===== config.mk =====
export PLATFORM = sky130hd
export DESIGN_NAME = priority_encoder_4to2
export DESIGN_NICKNAME = d
export VERILOG_FILES = /design/src/rtl/priority_encoder_4to2.sv
export SDC_FILE = /design/constraint.sdc
export NUM_CORES = 1
export LEC_CHECK = 0
export BUFFER_PORTS_ARGS = -buffer_cell sky130_fd_sc_hd__buf_4
export CORE_AREA = 5 5 42 44
export DETAILED_ROUTE_END_ITERATION = 8
export DIE_AREA = 0 0 47 49
export GPL_TIMING_DRIVEN = 0
export PLACE_DENSITY = 0.49
export SKIP_CTS_REPAIR_TIMING = 1
export SLEW_MARGIN = 20
export SYNTH_ARGS = -nofsm -noshare
export SYNTH_HDL_FRONTEND = slang
export SYNTH_SLANG_ARGS = --single-unit

===== constraint.sdc =====
create_clock -name clk -period 1.5 [get_ports clk]
set_input_delay 0.15 -clock clk [delete_from_list [all_inputs] [get_ports clk]]
set_output_delay 0.15 -clock clk [all_outputs]
set_load 0.02 [all_outputs]

===== src/rtl/priority_encoder_4to2.sv =====
// ---------------------------------------------------------------------------
// priority_encoder_4to2
//
// Registered priority encoder. Reports the index of the highest-numbered set
// bit of the request vector, a valid flag and a one-hot decode of the winner.
// All outputs are registered and change only on the rising edge of clk.
//
// Parameters
//   WIDTH  : number of request inputs (2..64), default 4
//   IDX_W  : index width, derived as $clog2(WIDTH)
//
// Ports
//   clk    : in  : sole clock, rising-edge
//   rst_n  : in  : synchronous active-low reset, overrides en
//   en     : in  : 1 = capture new encode result, 0 = hold outputs
//   in     : in  : request vector, bit WIDTH-1 has highest priority
//   out    : out : registered index of highest set bit (0 when none set)
//   valid  : out : registered flag, 1 when any request bit was set
//   onehot : out : registered one-hot of the winning bit, 0 when not valid
// ---------------------------------------------------------------------------
module priority_encoder_4to2 #(
    parameter int WIDTH = 4
) (
    input  logic                       clk,
    input  logic                       rst_n,
    input  logic                       en,
    input  logic [WIDTH-1:0]           in,
    output logic [$clog2(WIDTH)-1:0]   out,
    output logic                       valid,
    output logic [WIDTH-1:0]           onehot
);

    localparam int IDX_W = $clog2(WIDTH);

    logic [IDX_W-1:0] w_idx;
    logic             w_any;
    logic [WIDTH-1:0] w_oh;

    logic [IDX_W-1:0] r_out;
    logic             r_valid;
    logic [WIDTH-1:0] r_onehot;

    // Ascending scan: later (higher) set bits overwrite earlier ones, so the
    // highest set bit wins. All-zero input leaves idx at 0.
    always_comb begin
        w_idx = '0;
        for (int i = 0; i < WIDTH; i++) begin
            if (in[i]) begin
                w_idx = IDX_W'(i);
            end
        end
        w_any = |in;
        w_oh  = w_any ? (WIDTH'(1) << w_idx) : '0;
    end

    always_ff @(posedge clk) begin
        if (!rst_n) begin
            r_out    <= '0;
            r_valid  <= 1'b0;
            r_onehot <= '0;
        end else if (en) begin
            r_out    <= w_idx;
            r_valid  <= w_any;
            r_onehot <= w_oh;
        end
    end

    assign out    = r_out;
    assign valid  = r_valid;
    assign onehot = r_onehot;

endmodule


==> impl_metrics.tcl, run 1 <==
set metrics [dict create \
    hold_path_end "onehot[1]$_SDFFE_PN0P_" \
    grt-ovfl-total 0 \
    synth.ff_latch_count 7 \
    ant_nets 0 \
    fmax_mhz 1117 \
    power_frac_seq 0.459 \
    r2r-end "onehot[1]$_SDFFE_PN0P_" \
    p_clk_frac 0.388 \
    critPathArrivalTime_ps 1030 \
    setup_viol 0 \
    drive_gt1_frac 0.3864 \
    regArea_um2 140.1 \
    cp-start-kind "input pin" \
    nNetsFinal 52 \
    cts_tree "yes" \
    drv_cap 0 \
    finalClockSkew_ps 0 \
    die_h_um 49 \
    switching_share 0.2423 \
    io_pins 14 \
    vias 248 \
    slew_headroom 0.9125 \
    worstPathRequired_ps 1640 \
    critical_path.cell_chain "buf_4 -> or4b_1 -> o221a_1" \
    via_per_inst 4.133 \
    timing.rr.start "onehot[1]$_SDFFE_PN0P_" \
    ir_drop_uv 344.4 \
    rows 14 \
    die-area_mm2 0.002303 \
    drv_slew 0 \
    multiInputGateArea_um2 125.1 \
    detail_route.first_pass.iterations 2 \
    avgSynthCellArea_um2 10.24 \
    worstSkewPairLatency_ps 240 \
    synth_nets 34 \
    drc 0 \
    p_int_mw 0.3313 \
    ys_types 17 \
    endpoint_kind "register" \
    crit_type "in2reg" \
    cpMaxStageDelayCell "or4b_1" \
    post-place-ws_ps 338.1 \
    antenna_found_initial 0 \
    min_path_type "in2reg" \
    cts_sinks 7 \
    grt_pass1_wl_um 1076 \
    hold_viol 0 \
    cp_num_buf_inv 1 \
    p_leak_nw 0.1980 \
    initial_core_util 0.1973 \
    run_status "finished, final reports clean" \
    core_area_mm2 0.001401 \
    diodes 0 \
    syn_to_final_growth_pct 52.04 \
    setup_slack_ps 605.1 \
    grt_pass1_vias 264 \
    grt_start_max_net_pins 11 \
    numCtsBuffers 3 \
    place.gp.congestion 0.6739 \
    drtIter0Drc 2 \
    dp.cells 56 \
    slowest_delay_ps 540 \
    ff2ff_path_depth 2 \
    port_buffers 13 \
    h-tree-depth 1 \
    power.density_mw_per_mm2 1040 \
    layout_commonest_cell "buf_4" \
    p_switching_mw 0.1060 \
    cts_root_buffer "clkbuf_4" \
    wl_um 632 \
    crit_family "simple AND/OR/NAND/NOR gates" \
    yosys_warnings 0 \
    final_cell_mix "buf_4, dfxtp_1, o21ai_0, clkbuf_4" \
    synth-seq-area-share 0.5068 \
    synth_area_um2 276.5 \
    tns_ps 0 \
    finalNonFillerCells 60 \
    rsz0062_at_grt "no" \
    hold_depth 2 \
    cp_max_fo 5 \
    p_comb_frac 0.153 \
    synth_cells 27 \
    layout_min_cycle_time_ps 894.9 \
    min_from "in[1]" \
    clk_pin_slew_ps 50 \
    wl_per_cell_um 10.53 \
    clockBufferDepth 2 \
    rrSetupSlack_ps 740 \
    track_usage 0.06911 \
    worstMarginPinSlew_ps 127.6 \
    fillers 166 \
    die_width_um 47 \
    final.period_utilization 0.5966 \
]
==> power by group through the flow <==
| stage | sequential [mW] | clock [mW] | combinational [mW] |
|---|---|---|---|
| 2_1_floorplan | 0.216 | 0 | 0.0193 |
| 3_5_place_dp | 0.205 | 0 | 0.0675 |
| 3_3_place_gp | 0.205 | 0 | 0.0679 |
| 4_1_cts | 0.201 | 0.177 | 0.0678 |
| 5_1_grt | 0.202 | 0.191 | 0.0726 |
| 6_report | 0.201 | 0.170 | 0.0668 |
==> per-stage QoR <==
step | hold slack [ps] | utilization | area (um^2) | total power [mW]
2_1_floorplan | 278.2 | - | 276.5 | 0.2356
3_3_place_gp | 426.0 | 0.2813 | 394.1 | 0.2725
3_5_place_dp | 426.2 | 0.2813 | 394.1 | 0.2723
4_1_cts | 161.2 | 0.3000 | 420.4 | 0.4461
5_1_grt | 159.6 | 0.3000 | 420.4 | 0.4653
6_report | 169.0 | 0.3000 | 420.4 | 0.4373
==> registers in the layout (all words and copies together) (netlist names) <==
register  flops
onehot        4
out           2
valid         1
==> worst max path at each step <==
stage	from	to	slack [ps]	depth (start not counted)
3_5_place_dp	in[3]	valid$_SDFFE_PN0P_	340	3
2_1_floorplan	in[3]	valid$_SDFFE_PN0P_	500	2
6_report	in[3]	valid$_SDFFE_PN0P_	610	3
5_1_grt	valid$_SDFFE_PN0P_	valid	580	1
3_3_place_gp	in[3]	valid$_SDFFE_PN0P_	350	3
4_1_cts	in[3]	valid$_SDFFE_PN0P_	610	3
==> synthesized netlist by cell type <==
cell	n	area, um^2
o221a_1	1	11.26
dfxtp_1	7	140.1
inv_1	1	3.750
nand2b_1	2	12.51
nand2_1	1	3.750
nor2b_1	1	6.260
mux2i_1	1	10.01
a21oi_1	1	5.000
a21boi_0	1	7.510
nand3b_1	2	15.01
nor2_1	1	3.750
a41o_1	1	10.01
and3b_1	1	8.760
o21ai_0	3	15.01
or4b_1	1	10.01
buf_4	1	7.510
a31oi_1	1	6.260
==> worst register-to-register path: stages (launching register included) <==
cell     delay [ps]
dfxtp_1         310
and3b_1         150
a41o_1          190
==> logic make-up (layout without fill, tap and decap cells) <==
family,Yosys count,count (layout),share of synthesized area
AOI/OAI and AO/OA,8,8,0.1991
buffers and inverters,2,19,0.04072
DFF,7,7,0.5068
muxes,1,1,0.03620
and+or+nand+nor,9,9,0.2172
==> metal layers <==
metal / up-vias / global-route usage / part of all wire
li1: 132 / - / -
met1: 104 / 0.09272 / 0.51
met2: 12 / 0.07014 / 0.38
met3: 0 / 0.04797 / 0.12
met4: 0 / 0.05530 / 0
met5: - / 0 / 0
==> cell type report <==
cell class                      instances  share of cell area
Buffer                                  1             0.01786
Clock buffer                            4             0.06250
Inverter                                1            0.008929
Multi-Input combinational cell         18              0.2976
Sequential cell                         7              0.3333
Tap cell                               16             0.04762
Timing Repair Buffer                   13              0.2321
No activity file was read; power rests on OpenSTA's default activity.
==> run 2, diff against run 1 <==
Settings changed: PLACE_DENSITY 0.49 to 0.5.
Clock period 1.5 ns to 0.8 ns, I/O delays scaled along.
==> run 2 against run 1 <==
Compared with the run above: largest cell class is now buffers; highest routed layer unchanged; critical endpoint unchanged; clock skew stayed put; critical path depth stayed put; combinational power is 130% higher; worst setup slack worse by 600 ps; wire length is 19% higher; cell count is 6.7% higher; sequential share of layout area is 3.4 points lower; clock-buffer cell count stayed put; sequential power is 91% higher.
==> impl_metrics.tcl, run 2 (synthesis gave the netlist of run 1 again) <==
set metrics [dict create \
    wl_per_cell_um 11.75 \
    grtUsageMet1 0.1011 \
    cts_tree "yes" \
    grt_pass1_wl_um 1104 \
    rows 14 \
    h-tree-depth 1 \
    grt.busiest_layer "met1" \
    drv_slew 0 \
    antenna_found_initial 0 \
    worstMarginPinSlew_ps 142.6 \
    finalClockSkew_ps 0 \
    drv_cap 0 \
    core_area_mm2 0.001401 \
    slew_headroom 0.9039 \
    clockBufferDepth 2 \
    worstPathRequired_ps 940 \
    clk_pin_slew_ps 50 \
    rsz0062_at_grt "yes" \
    ff2ff_path_depth 2 \
    worstSkewPairLatency_ps 250 \
    ir_drop_uv 627.8 \
    syn_to_final_growth_pct 79.64 \
    numCtsBuffers 3 \
    die_h_um 49 \
    io_pins 14 \
    placed_area_um2 395.4 \
    post-place-ws_ps -295.9 \
    layout_min_cycle_time_ps 796.1 \
    setup_slack_ps 3.851 \
    nNetsFinal 56 \
    drive_gt1_frac 0.6042 \
    track_usage 0.07113 \
    detail_route.first_pass.iterations 3 \
    die-area_mm2 0.002303 \
    cp-start-kind "input pin" \
    via_per_inst 4.250 \
    endpoint_kind "register" \
    hold_depth 3 \
    holdWs_ps 94.50 \
    crit_type "in2reg" \
    run_status "finished, final reports clean" \
    grt_use_met2 0.06335 \
    postLayoutCellArea_um2 496.7 \
    wl_um 752 \
    grt_pass1_vias 255 \
    min_path_type "in2reg" \
    drc 0 \
    power.density_mw_per_mm2 1744 \
    vias 272 \
    hold_viol 0 \
    fillers 153 \
    post-route-util 0.3545 \
    dp_hpwl_um 507 \
    critPathArrivalTime_ps 940 \
    ant_nets 0 \
    final_cell_mix "buf_4, buf_6, dfxtp_2" \
    grt_start_max_net_pins 11 \
    place.gp.congestion 0.6405 \
    cts_sinks 7 \
    final.period_utilization 0.9952 \
    cp_max_fo 3 \
    cts_root_buffer "clkbuf_4" \
    grt_util_met3 0.04428 \
    drtIter0Drc 3 \
    p_leak_nw 0.2313 \
    initial_core_util 0.1973 \
    tns_ps 0 \
    setup_viol 0 \
    largest_reg_flops 4 \
    die_width_um 47 \
    fmax_mhz 1256 \
    diodes 0 \
    port_buffers 13 \
    grt-ovfl-total 0 \
]
[run 2: cell count changes in the layout (fill, tap and decap cells not counted), sizes merged]
cell  previous run  this run
buf             14        18
[run 2: worst max-delay path, cell delays in order]
cell	delay [ps]
buf_6	100
or4b_4	530
o221a_1	230
[run 2: area by class of cell]
cell class / instances / area, um^2 / area share
Buffer: 1 / 7.507 / 0.01511
Multi-Input combinational cell: 18 / 128.9 / 0.2594
Sequential cell: 7 / 148.9 / 0.2997
Clock buffer: 4 / 26.28 / 0.05290
Inverter: 1 / 3.754 / 0.007557
Timing Repair Buffer: 17 / 161.4 / 0.3249
Tap cell: 16 / 20.02 / 0.04030
[run 2: path summary, 6_finish.rpt]
kind	from	end	slack, ps
setup / recovery	in[1]	valid$_SDFFE_PN0P_	4
hold / removal	in[0]	onehot[0]$_SDFFE_PN0P_	90
setup reg to reg	valid$_SDFFE_PN0P_	valid$_SDFFE_PN0P_	30
hold reg to reg	onehot[3]$_SDFFE_PN0P_	onehot[3]$_SDFFE_PN0P_	530
[run 2: routing by layer]
layer  routed length, um  part of all wire  vias up
met5                   0                 0        -
met2                 291              0.39       13
li1                    -                 -      139
met3                  88              0.12        0
met4                   0                 0        0
met1                 372              0.49      120
[run 2: power by group]
| group | switching [mW] | internal, mW | leakage (nW) |
|---|---|---|---|
| Sequential | 0.0122 | 0.371 | 0.0601 |
| Combinational | 0.0663 | 0.0894 | 0.156 |
| Clock | 0.137 | 0.191 | 0.0150 |
[run 2: metrics by stage]
| stage | cells | power (mW) |
|---|---|---|
| floorplan | 27 | 0.4419 |
| global route | 64 | 0.9269 |
| detailed placement | 56 | 0.5110 |
| finish | 64 | 0.8663 |
| CTS | 60 | 0.8608 |
| global placement | 56 | 0.5106 |
